**src/rtl/universal_barrel_shifter_pkg.sv**
```systemverilog
// ==== universal_barrel_shifter_pkg : shared sizes, direction codes, bit reversal (rev 1.0) ====
`default_nettype none

package universal_barrel_shifter_pkg;

  localparam int WIDTH_DEF = 16;
  localparam int SHW_DEF   = 4;
  localparam int REV_MAX   = 64;

  localparam logic DIR_LEFT  = 1'b0;
  localparam logic DIR_RIGHT = 1'b1;

  // Reverses all REV_MAX bits; callers shift the result down to their own width.
  function automatic logic [REV_MAX-1:0] bit_reverse(input logic [REV_MAX-1:0] v);
    logic [REV_MAX-1:0] r;
    r = '0;
    for (int i = 0; i < REV_MAX; i++) begin
      r[REV_MAX-1-i] = v[i];
    end
    return r;
  endfunction

endpackage

`default_nettype wire

```
**src/rtl/barrel_shift_right_core.sv**
```systemverilog
// ==== barrel_shift_right_core : combinational log-stage zero-filling right shifter (rev 1.0) ====
`default_nettype none

module barrel_shift_right_core #(
  parameter int WIDTH = 16,
  parameter int SHW   = 4
) (
  input  logic [WIDTH-1:0] data,
  input  logic [SHW-1:0]   amount,
  output logic [WIDTH-1:0] shifted
);

  generate
    for (genvar k = 0; k < SHW; k++) begin : g_stage
      logic [WIDTH-1:0] w_in;
      logic [WIDTH-1:0] w_out;
      if (k == 0) begin : g_first
        assign w_in = data;
      end else begin : g_next
        assign w_in = g_stage[k-1].w_out;
      end
      assign w_out = amount[k] ? (w_in >> (2 ** k)) : w_in;
    end
  endgenerate

  assign shifted = g_stage[SHW-1].w_out;

endmodule

`default_nettype wire

```
**src/rtl/universal_barrel_shifter.sv**
```systemverilog
// ==== universal_barrel_shifter : registered logical left/right barrel shifter (rev 1.0) ====
`default_nettype none

module universal_barrel_shifter
  import universal_barrel_shifter_pkg::*;
#(
  parameter int WIDTH = WIDTH_DEF,
  parameter int SHW   = SHW_DEF
) (
  input  logic             clk,
  input  logic             rst,
  input  logic             in_valid,
  input  logic [WIDTH-1:0] a,
  input  logic [SHW-1:0]   shift,
  input  logic             shift_choice,
  output logic [WIDTH-1:0] out,
  output logic             out_valid
);

  logic [WIDTH-1:0] w_a_rev;
  logic [WIDTH-1:0] w_core_in;
  logic [WIDTH-1:0] w_core_out;
  logic [WIDTH-1:0] w_core_rev;
  logic [WIDTH-1:0] out_d;
  logic [WIDTH-1:0] out_q;
  logic             out_valid_q;

  // Left shift = reverse, shift right, reverse back.
  assign w_a_rev    = WIDTH'(bit_reverse(REV_MAX'(a)) >> (REV_MAX - WIDTH));
  assign w_core_rev = WIDTH'(bit_reverse(REV_MAX'(w_core_out)) >> (REV_MAX - WIDTH));
  assign w_core_in  = (shift_choice == DIR_LEFT) ? w_a_rev : a;
  assign out_d      = (shift_choice == DIR_LEFT) ? w_core_rev : w_core_out;

  barrel_shift_right_core #(
    .WIDTH (WIDTH),
    .SHW   (SHW)
  ) u_core (
    .data    (w_core_in),
    .amount  (shift),
    .shifted (w_core_out)
  );

  always_ff @(posedge clk) begin
    if (rst) begin
      out_q       <= '0;
      out_valid_q <= 1'b0;
    end else begin
      out_valid_q <= in_valid;
      if (in_valid) begin
        out_q <= out_d;
      end
    end
  end

  assign out       = out_q;
  assign out_valid = out_valid_q;

endmodule

`default_nettype wire

```
**config.mk**
```make
export PLATFORM = sky130hd
export DESIGN_NAME = universal_barrel_shifter
export DESIGN_NICKNAME = d
export VERILOG_FILES = /design/src/rtl/universal_barrel_shifter_pkg.sv /design/src/rtl/barrel_shift_right_core.sv /design/src/rtl/universal_barrel_shifter.sv
export SDC_FILE = /design/constraint.sdc
export NUM_CORES = 1
export LEC_CHECK = 0
export BUFFER_PORTS_ARGS = -buffer_cell sky130_fd_sc_hd__clkbuf_2
export CORE_UTILIZATION = 35
export DETAILED_ROUTE_END_ITERATION = 12
export HOLD_SLACK_MARGIN = 0.02
export SYNTH_ARGS = -nofsm -noshare
export SYNTH_HDL_FRONTEND = slang
export SYNTH_SLANG_ARGS = --single-unit
```
**constraint.sdc**
```tcl
create_clock -name clk -period 2.25 [get_ports clk]
set_input_delay 0.45 -clock clk [delete_from_list [all_inputs] [get_ports clk]]
set_output_delay 0.45 -clock clk [all_outputs]
set_load 0.05 [all_outputs]
```
# Yosys cells after proc, flatten, opt, wreduce, memory -nomap -nowiden
# Index checks and enable logic that the tools add are counted.
word_totals:
  elab_cells: 8
  ff_bits: 17
  out_inout_bits: 17
  latchBits: 0
  memories: 0
  mem_bits_rw: 0
  mem_bits_ro: 0
classes:
  div_mod_pow: 0
  add_sub_neg: 0
  n_lt_le_gt_ge: 0
  muxes: 6
  mul: 0
  n_eq_ne: 0
  n_reduce_logical: 0
  bitwise: 0
  shifts: 0
ops:
  columns: ["cell", "n"]
  rows:
  - ["$mux 16", 6]

# Longest topological paths before layout
depth:
  ltp_word: 6
  depth_mapped: 9
  ltp_nobuf: 6

# Hierarchy
# A second synthesis with hierarchy kept.
hier_totals:
  cells_unflattened: 162
  hier_area_um2: 1667.8
modules_own_cells:
  columns: ["mod", "area_per_inst_um2", "instances", "cells_per_inst"]
  rows:
  - ["universal_barrel_shifter", 953.4, 1, 92]
  - ["barrel_shift_right_core", 714.4, 1, 70]

# Worst setup path before layout
# Ideal clock, no wire load.
synth_path:
  kind: "input to register"
  from: "input port shift[0]"
  to: "register out_q[9] (netlist: out[9])"
  cell_stages: 7
  arrival_time_ns: 1.919
  slack_ns: 0.214
  t_required_ns: 2.133
  path_cell_list: "buf_6 -> buf_12 -> mux4_2 -> mux2i_4 -> nor4_2 -> a311o_1 -> a22o_1"
synth_between:
  elab_chain_cells: 5
synth_lines:
  columns: ["item", "line_no", "rtl"]
  rows:
  - ["start, declared", "universal_barrel_shifter.sv:14", "input logic [SHW-1:0] shift,"]
  - ["$mux 16 (4 in series)", "barrel_shift_right_core.sv:22", "assign w_out = amount[k] ? (w_in >> (2 ** k)) : w_in;"]
  - ["$mux 16", "universal_barrel_shifter.sv:32", "assign out_d = (shift_choice == DIR_LEFT) ? w_core_rev : w_core_out;"]
  - ["end signal, assigned", "universal_barrel_shifter.sv:50", "out_q <= out_d;"]
  - ["end, declared", "universal_barrel_shifter.sv:25", "logic [WIDTH-1:0] out_q;"]
# No other way between the ends.
# A chain may end at the register's enable or synchronous reset.

# Final worst setup path
layout_path:
  from: "input port shift[0]"
  to: "register out_q[7] (netlist: out[7])"
# Same word-level chain as after synthesis.

==> summary.txt <==
Min path
  • HP Class: primary input to register
  • Hold Startpoint: rst

STA
  • Final Setup Violations: 0
  • Tmin final: around 2.1 ns
  • RSZ-0062 raised after global routing: true
  • Crit share post-route: 92.5%
  • Setup Skew: 0 ns
  • Hold Vio Cnt, Final: 0
  • PnR worst setup slack: approximately 0.17 ns
  • Least-Margin Pin Slew: slightly below 0.9 ns
  • Fin. max-slew vios: 0
  • Max-slew headroom: around two fifths
  • FMAX: 0.481 GHz

Route
  • Post-Route WL: 5440 microns
  • DRC violations left: 0
  • Vias per cell: 5.98
  • Routed via count: ~1900
  • Post-detailed-route count of antenna-violating nets: 0
  • Iteration-0 DRC Markers: between 70 and 80
  • Pre-Repair DR Iteration Count: 4
  • Drt wl/cell: between 15 and 20 microns

Logic synthesis
  • Predominant post-synthesis flop cell: dfxtp_1
  • Post-synthesis instance area: around 2000 sq um
  • Top-area cell type share of the netlist area: a little under a fifth
  • Post-Synth Adder-Cell Area: 0%
  • Synth area leader: mux4_1
  • Synthesis Warnings: 0
  • Simple-Gate Fraction of Synth Area: between 10% and 20%
  • Post-Synth XOR/XNOR Area: 0.441%
  • EDFF count, synth: 0
  • Compound-gate portion of the synthesized area: between 20% and 30%
  • Register area share after synthesis: 17.1%
  • Post-Syn Area per Cell: just over 10 sq um
  • Synth cell types: between 40 and 50
  • Post-synth net total: roughly 220
  • Register bit total from synthesis: 17
  • Synth Instances: around 190
  • Largest family of logic cells by synthesized area: multiplexers
  • Largest cells by area after synthesis: mux4_1 (19%), dfxtp_1 (17%), mux4_2 (14%), mux2i_1 (7.1%), o21ai_0 (3.0%)
  • Mux share of post-synthesis cell area: approximately two fifths
  • FFs w/ async S/R, synth: 0%

Die
  • Core area: between 5000 and 6000 sq um
  • Std-Cell Rows: 27
  • Die width: slightly below 80 microns
  • Initial Utilization: between 30% and 40%
  • DIE HEIGHT: between 70 and 80 microns
  • IO Count: 41
  • Die ar.: roughly 6000 sq um

Clock network
  • Cts hold-fix bufs: 0
  • Post_cts resized: 0
  • CTS Buf Count: 3
  • Max clock buf depth: 2
  • Clk slew on worst S/H paths: approximately 0.070 ns
  • CTS tree: yes
  • Sink Count: 17
  • CTS root buf: clkbuf_8
  • Clock Latency Late Sink: roughly 0.26 ns
  • H-Tree Depth: 1
  • Setup bufs post-CTS: 0

Global routing
  • Initial antenna violation count: 0
  • All-Layer GR Usage: between 10% and 20%
  • Largest net degree at the start of global routing: 20
  • First-pass GRT wire length: between 8000 and 9000 microns
  • Vias in the first global route: approximately 1700
  • Total grt overflow: 0

Place
  • Routability congestion estimate: 0.827
  • DP Area: 2310 sq um
  • Placed insts: between 300 and 400
  • PortBufs: 40
  • Pre-CTS WS: -0.118 ns
  • Post-DP HPWL: 4160 microns

Final layout
  • Syn-to-layout area delta: 18.7%
  • N_diodes: 0
  • Final Instance Area: 2360 sq um
  • Final Non-Filler Cells: 310
  • Final nets: ~260
  • Fraction of layout cells with a size suffix above 1: between 30% and 40%
  • Fillers: 559

Run status
  • Status: finished, final reports clean

Setup path
  • Req. time, crit path: about 2.4 ns
  • R2R setup slack: approximately 1.5 ns
  • Critical Path Max Stage Delay: 0.35 ns
  • Slowest-stage cell, CP: o31ai_1
  • R2R Path Start: out[4]
  • Critical Path Sink Type: register
  • Crit Path Max Fanout: 18
  • CP Cell Sequence: clkbuf_2 -> buf_4 -> xor2_1 -> mux2i_2 -> a211oi_1 -> o31ai_1 -> o221ai_1
  • Worst Setup SP: shift[0]
  • CP arrival: about 2.2 ns
  • CP startpoint kind: primary input
  • Critical path class: primary input to register

Power and ir drop
  • PwrDens: around 440 nW/um^2
  • Peak VDD IR: between 0.2 and 0.25 mV
  • Pleak: 0.000982 uW

Flow run
  • Max cap viols: 0
[where the power goes]
group          switching [uW]  internal, uW
combinational             277           198
sequential               10.6           322
clock                     112           123
[path summary, 6_finish.rpt]
path	cells after the start	endpoint
worst max register to register	2	out[4]
worst min register to register	2	out[6]
worst max-delay path	7	out[7]
worst min-delay path	2	out[4]
[layout by cell type (no fill, tap or decap), types with 3 or more instances in the layout]
cell	count
a22oi_1	7
nor3_1	9
a311oi_1	4
o21ai_0	12
clkbuf_8	3
inv_1	4
mux4_2	12
nand2_1	16
o221ai_1	4
a22o_1	3
dfxtp_1	17
clkbuf_2	40
nor2_1	12
buf_4	20
mux4_1	14
a21oi_1	3
nand2b_1	5
mux2i_1	13
[per-stage QoR]
| stage | TNS [ns] | utilization [%] | hold WS [ns] | total power (uW) |
|---|---|---|---|---|
| 6_report | 0 | 43.1 | 0.404 | 1040 |
| 3_5_place_dp | -0.723 | 42.2 | 0.450 | 810 |
| 5_1_grt | -0.00773 | 43.1 | 0.400 | 1100 |
| 3_3_place_gp | -0.634 | 42.2 | 0.444 | 807 |
| 4_1_cts | 0 | 43.0 | 0.406 | 1040 |
| 2_1_floorplan | 0 | - | 0.519 | 673 |
[layout make-up]
class	instances	area [sq um]	share of cell area (%)
inverters	4	15.0	0.637
flip-flops and latches	17	340	14.4
well taps	72	90.1	3.82
repair buffers	60	350	14.9
clock inverters	1	5.00	0.212
multi-input cells	153	1520	64.3
clock buffers	3	41.3	1.75
[worst max-delay path, delay by kind of cell]
| family | cells | cell delay [ns] |
|---|---|---|
| xor gates and xnor gates | 1 | 0.25 |
| muxes | 1 | 0.32 |
| AOI/OAI and AO/OA | 3 | 0.65 |
| buffers and inverters | 2 | 0.55 |
[routing by layer]
metal | global-route usage [%] | wire (microns) | vias up
met5 | 0 | 0 | -
met4 | 7.74 | 109 | 0
met3 | 2.71 | 293 | 8
met2 | 29.4 | 2450 | 71
met1 | 26.0 | 2590 | 879
li1 | - | - | 896
[synthesized netlist by cell type (3+ instances only)]
| cell type | n |
|---|---|
| a21oi_1 | 3 |
| a22o_1 | 3 |
| a22oi_1 | 7 |
| a311oi_1 | 4 |
| buf_2 | 5 |
| buf_4 | 4 |
| clkbuf_1 | 5 |
| dfxtp_1 | 17 |
| inv_1 | 4 |
| mux2i_1 | 14 |
| mux4_1 | 14 |
| mux4_2 | 12 |
| nand2_1 | 16 |
| nand2b_1 | 5 |
| nor2_1 | 12 |
| nor3_1 | 9 |
| o21ai_0 | 12 |
| o221ai_1 | 4 |
[cell families (layout without fill, tap and decap cells)]
family / count (synthesis) / after routing
AND/OR/NAND/NOR: 54 / 54
AO/OA/AOI/OAI: 55 / 55
buffers and inverters: 22 / 68
multiplexers: 43 / 43
XOR/XNOR: 1 / 1
flip-flops: 17 / 17
[state kept, by name (all words and copies together), names as in the netlist]
name,cells
out,16
out_valid,1
Power figures use the tool's default switching activity.
